File: src/rtl/gilbert_elliott_channel.sv
// Two-state Gilbert-Elliott burst-noise channel: LFSR-driven additive noise scaled by
// per-state SNR, Markov GOOD/BAD transitions, bypass mode and burst statistics.
module gilbert_elliott_channel #(
    parameter int                 DATA_W    = 16,
    parameter int                 LFSR_W    = 16,
    parameter logic [LFSR_W-1:0]  LFSR_TAPS = 16'hB400,
    parameter logic [LFSR_W-1:0]  LFSR_SEED = 16'hACE1,
    parameter int                 CNT_W     = 16
) (
    input  logic                clk,
    input  logic                reset,
    input  logic                chan_en,
    input  logic                in_valid,
    input  logic [DATA_W-1:0]   in_data,
    input  logic [7:0]          p_gb,
    input  logic [7:0]          p_bg,
    input  logic [4:0]          snr_good,
    input  logic [4:0]          snr_bad,
    output logic                out_valid,
    output logic [DATA_W-1:0]   out_data,
    output logic                state,
    output logic [4:0]          SNR,
    output logic [LFSR_W-1:0]   rand_num,
    output logic [CNT_W-1:0]    bad_cycles,
    output logic [CNT_W-1:0]    burst_count,
    output logic [CNT_W-1:0]    burst_len
);

    typedef enum logic {GOOD = 1'b0, BAD = 1'b1} state_t;

    localparam logic [LFSR_W-1:0] SEED_EFF = (LFSR_SEED == '0) ? LFSR_W'(1) : LFSR_SEED;
    localparam int SUM_W = DATA_W + 1;
    localparam logic signed [SUM_W-1:0] MAX_V = {2'b00, {(DATA_W-1){1'b1}}};
    localparam logic signed [SUM_W-1:0] MIN_V = {2'b11, {(DATA_W-1){1'b0}}};

    state_t                    state_q, state_d;
    logic [LFSR_W-1:0]         lfsr_d;
    logic [CNT_W-1:0]          bad_d, bc_d, bl_d;
    logic                      accept;
    logic [7:0]                r_lo;
    logic signed [7:0]         noise8;
    logic [2:0]                shift;
    logic signed [SUM_W-1:0]   in_ext, noise_ext, noise_sh, sum;
    logic [DATA_W-1:0]         sat_data;

    function automatic logic [CNT_W-1:0] sat_inc(input logic [CNT_W-1:0] v);
        return (&v) ? v : v + CNT_W'(1);
    endfunction

    assign state  = state_q;
    assign SNR    = (state_q == BAD) ? snr_bad : snr_good;
    assign accept = in_valid && chan_en;
    assign r_lo   = rand_num[7:0];
    assign noise8 = rand_num[15:8];
    // Each 4 dB-ish step of SNR below 31 doubles the noise amplitude.
    assign shift  = 3'((5'd31 - SNR) >> 2);

    always_comb begin
        in_ext    = {{(SUM_W-DATA_W){in_data[DATA_W-1]}}, in_data};
        noise_ext = {{(SUM_W-8){noise8[7]}}, noise8};
        noise_sh  = noise_ext <<< shift;
        sum       = in_ext + noise_sh;
        sat_data  = sum[DATA_W-1:0];
        if (sum > MAX_V) begin
            sat_data = MAX_V[DATA_W-1:0];
        end else if (sum < MIN_V) begin
            sat_data = MIN_V[DATA_W-1:0];
        end
    end

    always_comb begin
        state_d = state_q;
        lfsr_d  = rand_num;
        bad_d   = bad_cycles;
        bc_d    = burst_count;
        bl_d    = burst_len;
        if (accept) begin
            lfsr_d = rand_num[0] ? ((rand_num >> 1) ^ LFSR_TAPS) : (rand_num >> 1);
            if (state_q == BAD) begin
                bad_d = sat_inc(bad_cycles);
                if (r_lo < p_bg) begin
                    state_d = GOOD;
                end else begin
                    bl_d = sat_inc(burst_len);
                end
            end else if (r_lo < p_gb) begin
                state_d = BAD;
                bc_d    = sat_inc(burst_count);
                bl_d    = CNT_W'(1);
            end
        end
    end

    always_ff @(posedge clk) begin
        if (reset) begin
            state_q <= GOOD;
        end else begin
            state_q <= state_d;
        end
    end

    always_ff @(posedge clk) begin
        if (reset) begin
            rand_num    <= SEED_EFF;
            out_valid   <= 1'b0;
            out_data    <= '0;
            bad_cycles  <= '0;
            burst_count <= '0;
            burst_len   <= '0;
        end else begin
            out_valid   <= in_valid;
            rand_num    <= lfsr_d;
            bad_cycles  <= bad_d;
            burst_count <= bc_d;
            burst_len   <= bl_d;
            if (in_valid) begin
                out_data <= chan_en ? sat_data : in_data;
            end
        end
    end

endmodule

File: config.mk
export PLATFORM = sky130hd
export DESIGN_NAME = gilbert_elliott_channel
export DESIGN_NICKNAME = d
export VERILOG_FILES = /design/src/rtl/gilbert_elliott_channel.sv
export SDC_FILE = /design/constraint.sdc
export NUM_CORES = 1
export LEC_CHECK = 0
export CAP_MARGIN = 20
export CORE_MARGIN = 2
export CORE_UTILIZATION = 30
export DETAILED_ROUTE_END_ITERATION = 7
export PLACE_DENSITY_LB_ADDON = 0.05
export SLEW_MARGIN = 20
export SYNTH_ARGS = -nofsm -noshare
export SYNTH_HDL_FRONTEND = slang
export SYNTH_SLANG_ARGS = --single-unit
export TNS_END_PERCENT = 100
File: constraint.sdc
create_clock -name clk -period 6.56 [get_ports clk]
set_input_delay 0.984 -clock clk [delete_from_list [all_inputs] [get_ports clk]]
set_output_delay 0.984 -clock clk [all_outputs]
set_load 0.05 [all_outputs]
==> flow_summary.toml <==
[final_layout]
multiInputGateArea_mm2 = 0.00341
seq_area_mm2 = 0.00164
n_fill_cell = 1742
fin_nets = 866
num_antenna_cells = 0
drive_gt1_share_pct = 4.05
instances_no_fill = 1016
areaGrowthSynthToFinish_pct = 33.7

[logic_synthesis]
ys_ff_latch = 82
synthXorXnorAreaFrac_pct = 5.43
syn-num-nets = 751
async_flop_share_pct = 0
yosysSeqAreaShare_pct = 30.8
yosys_warnings = 0
yosys.area_share.simple_pct = 26.3
synth_mux_area_share_pct = 4.47
synthFlopType = "dfxtp_1"
synth_edf_count = 0
synthAdderAreaFrac_pct = 8.13
synth.avg_cell_area_um2 = 7.93
synthTopCellsByArea = "dfxtp_1 (31%), ha_1 (7.8%), nand2_1 (5.1%)"
netlist_instances = 671
yosysTopAreaCell = "dfxtp_1"
synth_compound_area_share_pct = 19.6
synth_area_mm2 = 0.00532
synth_top_family_by_area = "simple AND/OR/NAND/NOR gates"
synth.top_cell.area_share_pct = 30.8
synth_cell_types = 56

[floorplan]
pin_count = 133
die_h_um = 137
rows = 48
start_util_pct = 30.8
die_area_mm2 = 0.0188
coreArea_mm2 = 0.0173
die_width_um = 137

[sta]
slew_headroom_pct = 31.4
drv_slew = 0
worstMarginPinSlew_ns = 1.00
min_period_ns = 5.06
final.setup.tns_ns = 0
hold_viol_final = 0
rsz0062_at_grt = "no"
timing.final.crit_share_pct = 77.1
setup_viol = 0
max_freq_mhz = 198
clock_skew_ns = 0.00882

[clocking]
path_clk_slew_ns = 0.06
ctsResizeCount = 0
clk-insertion-delay-late_ns = 0.35
clockRootBuffer = "clkbuf_16"
cts_setup_buffers = 0
hold_buffers = 0
htreeDepth = 3
cts_buffers = 9
cts_tree = "yes"
clock_sinks = 82
clock_path_buffers = 2

[global_routing]
antenna_found_initial = 0
grt_max_degree = 71
grt_pass1_wl_um = 25200
grt_util_all_layers_pct = 17.0
grt_pass1_vias = 4980
grt-ovfl-total = 0

[drt]
route.met2.wl_um = 7510
wl_per_cell_um = 15.7
vias = 5210
routed_wirelength_um = 16000
wl_met1_um = 7440
viasPerCell = 5.13
drc = 0
ant_nets = 0
dr_wl_met3_um = 728
firstDrtPassIters = 4
first_iter_violations = 179
dr.max_layer_used = "met4"

[worst_hold_path]
hp-class = "reg2reg"

[critical_path]
arrival_ns = 5.35
end_kind = "flip-flop"
path_delay_family = "multiplexers"
required_ns = 6.85
cp_slowest_cell = "mux2i_1"
path_cells = "clkdlybuf4s50_1 > mux2i_1 > mux2_2 > o21ai_0 > o21ai_0 > ha_1 > a211oi_1 > nor2_1 > o22ai_1 > o21a_1 > mux2i_1 > and4_1 > a311o_1"
path_class = "in2reg"
path_buf_inv = 1
critPathMaxStageDelay_ns = 0.75
path_max_fanout = 12
crit_path_start_kind = "input pin"
r2r_slack_ns = 1.73

[place]
dp_hpwl_um = 12000
placedCellCount = 1000
io_buffers = 132
place.gp.congestion = 0.851

[power]
power_density_mw_per_mm2 = 213
irDropWorstVdd_mv = 0.117
leakage_nw = 2.63

[outcome]
outcome = "finished clean"

[flow_run]
drv_cap = 0
worst register-to-register path, stage by stage (launching register included):
cell	delay, ns
dfxtp_1	0.69
mux2i_1	0.87
mux2_2	0.43
o21ai_0	0.23
o21ai_0	0.16
ha_1	0.38
a211oi_1	0.25
nor2_1	0.10
o22ai_1	0.24
o21a_1	0.27
mux2i_1	0.41
and4_1	0.56
a311o_1	0.19
layout make-up:
type                            count  area share [%]
Clock buffer                       11            3.41
Clock inverter                      5           0.879
Inverter                           36            1.90
Multi-Input combinational cell    521            47.9
Sequential cell                    82            23.1
Tap cell                          225            3.96
Timing Repair Buffer              136            18.9
registers in the layout (all words and copies together) (netlist names):
register / count
out_data: 16
bad_cycles: 16
burst_count: 16
burst_len: 16
out_valid: 1
state: 1
rand_num: 16
per-layer routing:
metal,GRT usage (%),vias to the layer above
li1,-,2652
met1,21.9,2427
met2,28.5,110
met3,2.83,21
met4,6.47,0
met5,0,-
cell usage after synthesis, types with 2 or more instances:
| cell | number |
|---|---|
| xnor2_1 | 19 |
| a21oi_1 | 50 |
| clkbuf_1 | 22 |
| a311o_1 | 12 |
| buf_1 | 3 |
| nand2_1 | 72 |
| buf_6 | 2 |
| nor3b_1 | 2 |
| and3_1 | 6 |
| o21ai_0 | 21 |
| nor2_1 | 62 |
| a21o_1 | 9 |
| o211ai_1 | 3 |
| nor2b_1 | 17 |
| nand3_1 | 22 |
| or4_1 | 10 |
| a211oi_1 | 9 |
| ha_1 | 33 |
| or3_1 | 13 |
| a2111oi_0 | 2 |
| o31ai_1 | 10 |
| o22ai_1 | 3 |
| a31oi_1 | 5 |
| mux2i_1 | 17 |
| a211o_1 | 4 |
| and4_1 | 8 |
| buf_2 | 5 |
| nor3_1 | 12 |
| nor4_1 | 10 |
| o21a_1 | 9 |
| mux2_2 | 5 |
| dfxtp_1 | 82 |
| nand2b_1 | 8 |
| o21ai_1 | 7 |
| inv_1 | 35 |
| nand3b_1 | 8 |
| and2_1 | 7 |
| nand4_1 | 15 |
| xor2_1 | 14 |
| o31a_1 | 2 |
metrics by stage:
stage               setup WS [ns]  util (%)  hold slack, ns  instance area (um2)  total power, mW
finish                       1.50      41.1           0.485                 7120             1.52
global route                 1.22      41.1           0.514                 7120             1.59
global placement             1.26      39.4           0.482                 6810            0.995
CTS                          1.53      41.1           0.488                 7120             1.53
floorplan                    1.58         -           0.684                 5320            0.859
detailed placement           1.18      39.4           0.480                 6810            0.998
cell families after synthesis:
group,after synthesis
simple gates,276
compound gates,155
flops,82
buf+inv,68
fa+ha+maj,34
xor+xnor,33
mux,23
path summary, 6_finish.rpt:
| check | from | cells past startpoint | endpoint |
|---|---|---|---|
| max | snr_bad[2] | 13 | out_data[10] |
| min | out_data[15] | 2 | out_data[15] |
| max reg2reg | state | 12 | out_data[10] |
| min reg2reg | out_data[15] | 2 | out_data[15] |
power by group:
group	switching, mW	internal, mW
registers	0.0227	0.520
logic	0.270	0.175
clock network	0.220	0.308
cells in the final DEF, fill, tap and decap left out, types with 6 or more instances in the layout:
cell and n:
xnor2_1 19, inv_1 35, mux2i_1 17, o21ai_0 21, and3_1 6, o21a_1 9, o21ai_1 7, or4_1 10
nor2b_1 17, clkbuf_16 9, a21o_1 9, a211oi_1 9, xor2_1 14, and4_1 8, clkdlybuf4s50_1 131, ha_1 33
dfxtp_1 82, nand3_1 22, o31ai_1 10, and2_1 7, nor4_1 10, a21oi_1 50, nand3b_1 8, nand4_1 15
nand2b_1 8, nor3_1 12, nor2_1 62, a311o_1 12, or3_1 13, nand2_1 72
Power figures use the tool's default switching activity.
